`src/rtl/aq_sdram_writer.sv`:
```
// Acquisition writer: packs 24-bit antenna samples into 32-bit words,
// buffers them in a small FIFO and streams them to sequential MCB addresses.
module aq_sdram_writer #(
   parameter int ABITS  = 20,
   parameter int ASB    = ABITS - 2,
   parameter int FDEPTH = 16
) (
   input  logic          clk_i,
   input  logic          rst_i,
   input  logic          aq_ce_i,
   input  logic          ax_valid_i,
   input  logic [23:0]   ax_data_i,
   output logic          mcb_ce_o,
   output logic          mcb_wr_o,
   input  logic          mcb_rdy_i,
   output logic [ASB:0]  mcb_adr_o,
   output logic [31:0]   mcb_dat_o,
   output logic          aq_full_o,
   output logic          aq_ovf_o,
   output logic          aq_busy_o
);

   localparam int FAW = $clog2(FDEPTH);

   typedef enum logic [1:0] {S_IDLE, S_RUN, S_DRAIN, S_FULL} state_t;

   state_t             state_q, state_d;
   logic [1:0]         phase_q;
   logic [23:0]        res_q;
   logic               pk_vld_q;
   logic [31:0]        pk_word_q;
   logic [31:0]        mem [FDEPTH];
   logic [FAW:0]       wptr_q, rptr_q;
   logic [ASB:0]       adr_q;
   logic               ovf_q;
   logic               start, take, active, empty, full;
   logic               ce, pop, push, push_ok, last_xfer;

   assign start   = (state_q == S_IDLE) && aq_ce_i;
   assign take    = (state_q == S_RUN) && ax_valid_i;
   assign active  = (state_q == S_RUN) || (state_q == S_DRAIN);
   assign empty   = (wptr_q == rptr_q);
   // Extra pointer bit distinguishes full from empty across wrap-around
   assign full    = (wptr_q[FAW] != rptr_q[FAW]) &&
                    (wptr_q[FAW-1:0] == rptr_q[FAW-1:0]);
   // Packer output only lands in the FIFO while the writer is active;
   // words produced after the region fills are discarded silently
   assign push    = pk_vld_q && active;
   assign push_ok = push && (!full || pop);

   // State register
   always_ff @(posedge clk_i) begin
      if (rst_i) state_q <= S_IDLE;
      else       state_q <= state_d;
   end

   // Next-state decode and MCB request
   always_comb begin
      state_d   = state_q;
      ce        = active && !empty;
      pop       = ce && mcb_rdy_i;
      last_xfer = pop && (adr_q == '1);
      case (state_q)
         S_IDLE:  if (aq_ce_i) state_d = S_RUN;
         S_RUN: begin
            if (last_xfer)     state_d = S_FULL;
            else if (!aq_ce_i) state_d = S_DRAIN;
         end
         S_DRAIN: begin
            if (last_xfer) state_d = S_FULL;
            else if (empty && !pk_vld_q && (phase_q == 2'd0)) state_d = S_IDLE;
         end
         S_FULL:  if (!aq_ce_i) state_d = S_IDLE;
         default: state_d = S_IDLE;
      endcase
   end

   // Sample packer: residue is kept zero-extended so a flush is just {8'h0, res}
   always_ff @(posedge clk_i) begin
      if (rst_i || start) begin
         phase_q   <= 2'd0;
         res_q     <= '0;
         pk_vld_q  <= 1'b0;
         pk_word_q <= '0;
      end else begin
         pk_vld_q <= 1'b0;
         if (take) begin
            phase_q <= phase_q + 2'd1;
            case (phase_q)
               2'd0: res_q <= ax_data_i;
               2'd1: begin
                  pk_word_q <= {ax_data_i[7:0], res_q};
                  res_q     <= {8'h00, ax_data_i[23:8]};
                  pk_vld_q  <= 1'b1;
               end
               2'd2: begin
                  pk_word_q <= {ax_data_i[15:0], res_q[15:0]};
                  res_q     <= {16'h0000, ax_data_i[23:16]};
                  pk_vld_q  <= 1'b1;
               end
               default: begin
                  pk_word_q <= {ax_data_i, res_q[7:0]};
                  res_q     <= '0;
                  pk_vld_q  <= 1'b1;
               end
            endcase
         end else if ((state_q == S_DRAIN) && (phase_q != 2'd0)) begin
            pk_word_q <= {8'h00, res_q};
            pk_vld_q  <= 1'b1;
            phase_q   <= 2'd0;
            res_q     <= '0;
         end
      end
   end

   // FIFO pointers
   always_ff @(posedge clk_i) begin
      if (rst_i || start) begin
         wptr_q <= '0;
         rptr_q <= '0;
      end else begin
         if (push_ok) wptr_q <= wptr_q + {{FAW{1'b0}}, 1'b1};
         if (pop)     rptr_q <= rptr_q + {{FAW{1'b0}}, 1'b1};
      end
   end

   // FIFO storage; a push onto a full FIFO with a pop overwrites the slot being read out
   always_ff @(posedge clk_i) begin
      if (push_ok) mem[wptr_q[FAW-1:0]] <= pk_word_q;
   end

   // Write address and sticky overflow
   always_ff @(posedge clk_i) begin
      if (rst_i || start) begin
         adr_q <= '0;
         ovf_q <= 1'b0;
      end else begin
         if (pop)                   adr_q <= adr_q + {{ASB{1'b0}}, 1'b1};
         if (push && full && !pop)  ovf_q <= 1'b1;
      end
   end

   assign mcb_ce_o  = ce;
   assign mcb_wr_o  = ce;
   assign mcb_adr_o = adr_q;
   assign mcb_dat_o = ce ? mem[rptr_q[FAW-1:0]] : 32'h0;
   assign aq_full_o = (state_q == S_FULL);
   assign aq_busy_o = (state_q != S_IDLE);
   assign aq_ovf_o  = ovf_q;

endmodule
```
`config.mk`:
```
export PLATFORM = sky130hd
export DESIGN_NAME = aq_sdram_writer
export DESIGN_NICKNAME = d
export VERILOG_FILES = /design/src/rtl/aq_sdram_writer.sv
export SDC_FILE = /design/constraint.sdc
export NUM_CORES = 1
export LEC_CHECK = 0
export ABC_AREA = 1
export ABC_CLOCK_PERIOD_IN_PS = 4000
export CELL_PAD_IN_SITES_DETAIL_PLACEMENT = 1
export CELL_PAD_IN_SITES_GLOBAL_PLACEMENT = 1
export CORE_ASPECT_RATIO = 1.5
export CORE_UTILIZATION = 50
export DETAILED_ROUTE_END_ITERATION = 16
export PLACE_DENSITY = 0.88
export SLEW_MARGIN = 40
export SYNTH_ARGS = -nofsm -noshare
export SYNTH_HDL_FRONTEND = slang
export SYNTH_SLANG_ARGS = --single-unit
```
`constraint.sdc`:
```
create_clock -name clk_i -period 4 [get_ports clk_i]
set_clock_uncertainty 0.15 [all_clocks]
set_input_delay 0.6 -clock clk_i [delete_from_list [all_inputs] [get_ports clk_i]]
set_output_delay 0.6 -clock clk_i [all_outputs]
set_load 0.01 [all_outputs]
```
==> results.yml <==
power:
  powerDensity_mw_per_mm2: 462
  p_leak_nw: 10.3
  total_power_w: 0.0132
  ir_worst_vdd_mv: 0.380
placement:
  hpwl_mm: 47.9
  io_buffers: 84
  placed_cells: 2822
  routabilityCongestion: 0.872
  pre_cts_slack_ns: 0.469
finish:
  area_delta_synth_final_pct: 15.0
  post-route-util: 0.584
  fin_nets: 2269
  n_antenna_cell: 0
  drive_gt1_frac: 0.0921
  fin_cells: 2925
routing:
  drc: 0
  vias_per_cell: 6.31
  wl_per_cell_um: 27.4
  routed_wl_mm: 80.1
  firstDrtPassIters: 6
  drtAntennaViolNets: 0
  num_vias: 18400
  drt-initial-drc-count: 1745
die:
  start_util: 0.508
  pin_count: 85
  rows: 99
  die_w_um: 184
  core_mm2: 0.0488
  die_area_mm2: 0.0505
  die_h_um: 275
sta:
  slew_headroom: 0.438
  timing.fmax_mhz: 250
  setup_slack_ns: -0.000617
  finalCriticalPeriod_ns: 4.00
  report.final.hold_viol_count: 0
  tightest_slew_ns: 0.835
  fin_tns_setup_ns: -0.000617
  period_share: 1.00
  setup_viol: 1
  slew_viol_final: 0
  rsz0062_at_grt: "yes"
setup_path:
  path_delay_family: "buffers and inverters"
  path_max_fanout: 24
  startpoint_type: "register"
  critPathSlowestCell: "clkdlybuf4s50_1"
  crit_type: "reg2out"
  cp_slowest_stage_delay_ns: 0.63
  end_kind: "output pin"
  cp.arrival_ns: 3.25
  crit_buf_inv: 3
  crit_chain: "buf_16 -> buf_4 -> nand2_1 -> nand2_1 -> a21oi_1 -> o311ai_0 -> nand2_1 -> a21oi_1 -> clkdlybuf4s50_1"
  critPathRequiredTime_ns: 3.25
  crit_top_cell: "nand2_1"
global_routing:
  grt_max_degree: 108
  grt_pass1_wl_mm: 119
  overflow: 0
  grt_pass1_vias: 19900
  grtUsageTotal: 0.319
  grt_antenna_before_repair: 2
min_path:
  hp-class: "reg2reg"
clock_network:
  path_clk_slew_ns: 0.07
  cts_buffers: 54
  clk_path_buf_depth: 3
  ctsRootBufferMaster: "clkbuf_16"
  clkLatencyLatePin_ns: 0.60
  htree_levels: 2
  numClockSinks: 607
  cts_tree: "done"
yosys:
  yosys-top-cells-count: "nand2_1, edfxtp_1, a21oi_1"
  syn_nets: 2200
  synth_top_area_share: 0.620
  syn_inst: 2157
  yosys.area.top_type: "edfxtp_1"
  synth_area_mm2: 0.0248
  yosysSeqAreaShare: 0.697
  synth.avg_cell_area_um2: 11.5
  async_flop_share: 0
  ys_seq_elements: 607
  synth_flop_cell: "edfxtp_1"
  synth.area.top_cells: "edfxtp_1, nand2_1, dfxtp_1"
  synth-edff-count: 512
  synthMostInstantiatedCell: "nand2_1"
  synth_cell_types: 47
  ys_warn_count: 0
flow_run:
  drv_cap: 0
status:
  violations: "negative setup slack"
  status: "finished, violations left"
[flip-flops by register name, indices dropped and copies added, names as in the netlist, named ones only]
signal / flops
aq_ovf_o: 1
mem: 512
pk_vld_q: 1
mcb_adr_o: 19
pk_word_q: 32
wptr_q: 5
state_q: 2
phase_q: 2
res_q: 24
rptr_q: 5
[layout make-up]
type | instances | area [µm²]
Fill cell | 5027 | 20300
Clock inverter | 32 | 289
Clock buffer | 67 | 1460
Sequential cell | 607 | 17300
Multi-Input combinational cell | 1343 | 6770
Timing Repair Buffer | 149 | 1590
Tap cell | 656 | 821
Inverter | 71 | 287
[report_power, final]
part	total, W	internal [W]	switching [W]
combinational	0.000855	0.000254	0.000601
clock	0.00522	0.00291	0.00231
sequential	0.00709	0.00693	0.000154
[cells by family (layout without fill, tap and decap cells)]
| group | after synthesis | count (layout) | synth area share |
|---|---|---|---|
| AND/OR/NAND/NOR | 724 | 724 | 0.115 |
| adder cells (fa/ha/maj) | 14 | 14 | 0.00706 |
| XOR/XNOR | 4 | 4 | 0.00141 |
| flip-flops | 607 | 607 | 0.697 |
| AO/OA/AOI/OAI | 601 | 601 | 0.143 |
| buffers and inverters | 207 | 319 | 0.0366 |
[what timing repair did]
item	4_1_cts	5_1_grt
hold buffers	0	0
endpoints found under the hold margin	0	0
pin swaps	0	0
resized for setup	5	12
gates cloned	0	1
setup endpoints to repair	14	20
buffers inserted	3	0
[routing by layer]
metal / global-route usage / vias to the layer above / wire (µm)
li1: - / 7901 / -
met1: 0.365 / 9274 / 28500
met2: 0.570 / 981 / 41400
met3: 0.0462 / 287 / 5770
met4: 0.179 / 2 / 4450
met5: 0 / - / 12
[cells in the final DEF, fill, tap and decap left out, types with 11 or more instances in the layout]
cell type / netlist / final
a32o_1: 21 / 21
buf_4: 6 / 42
o21ai_0: 91 / 91
dfxtp_1: 95 / 93
inv_1: 60 / 59
o211ai_1: 22 / 22
nor3_1: 11 / 11
clkinv_2: 0 / 16
clkbuf_16: 0 / 56
nor2_1: 73 / 57
ha_1: 14 / 14
nor2_4: 1 / 17
edfxtp_1: 512 / 512
a21oi_1: 329 / 322
clkdlybuf4s50_1: 0 / 83
buf_12: 0 / 16
a22oi_1: 64 / 64
nand2_1: 603 / 603
o221ai_1: 14 / 14
[metrics by stage]
step | hold slack (ns) | cell area (µm²)
2_1_floorplan | 0.290 | 24800
3_3_place_gp | 0.300 | 26600
3_5_place_dp | 0.307 | 26600
4_1_cts | 0.317 | 28400
5_1_grt | 0.334 | 28500
6_report | 0.315 | 28500
[worst paths after layout]
kind | start | to | cells after the start | slack, ns
min | res_q[21] | res_q[21] | 2 | 0.31
max | register | mcb_dat_o[19] | 9 | -0.0006
max reg2reg | state_q[0] | mem[13][16] | 9 | 1.03
min reg2reg | res_q[21] | res_q[21] | 2 | 0.31
[worst register-to-register path, cell delays in order, from the launching register on]
cell     delay, ns
dfxtp_1       0.40
inv_1         0.11
ha_1          0.38
nand2_1       0.08
inv_1         0.12
nand2_4       0.12
inv_4         0.10
nand2_1       0.23
nor2_4        0.50
buf_4         0.45
No activity file was read; power rests on OpenSTA's default activity.
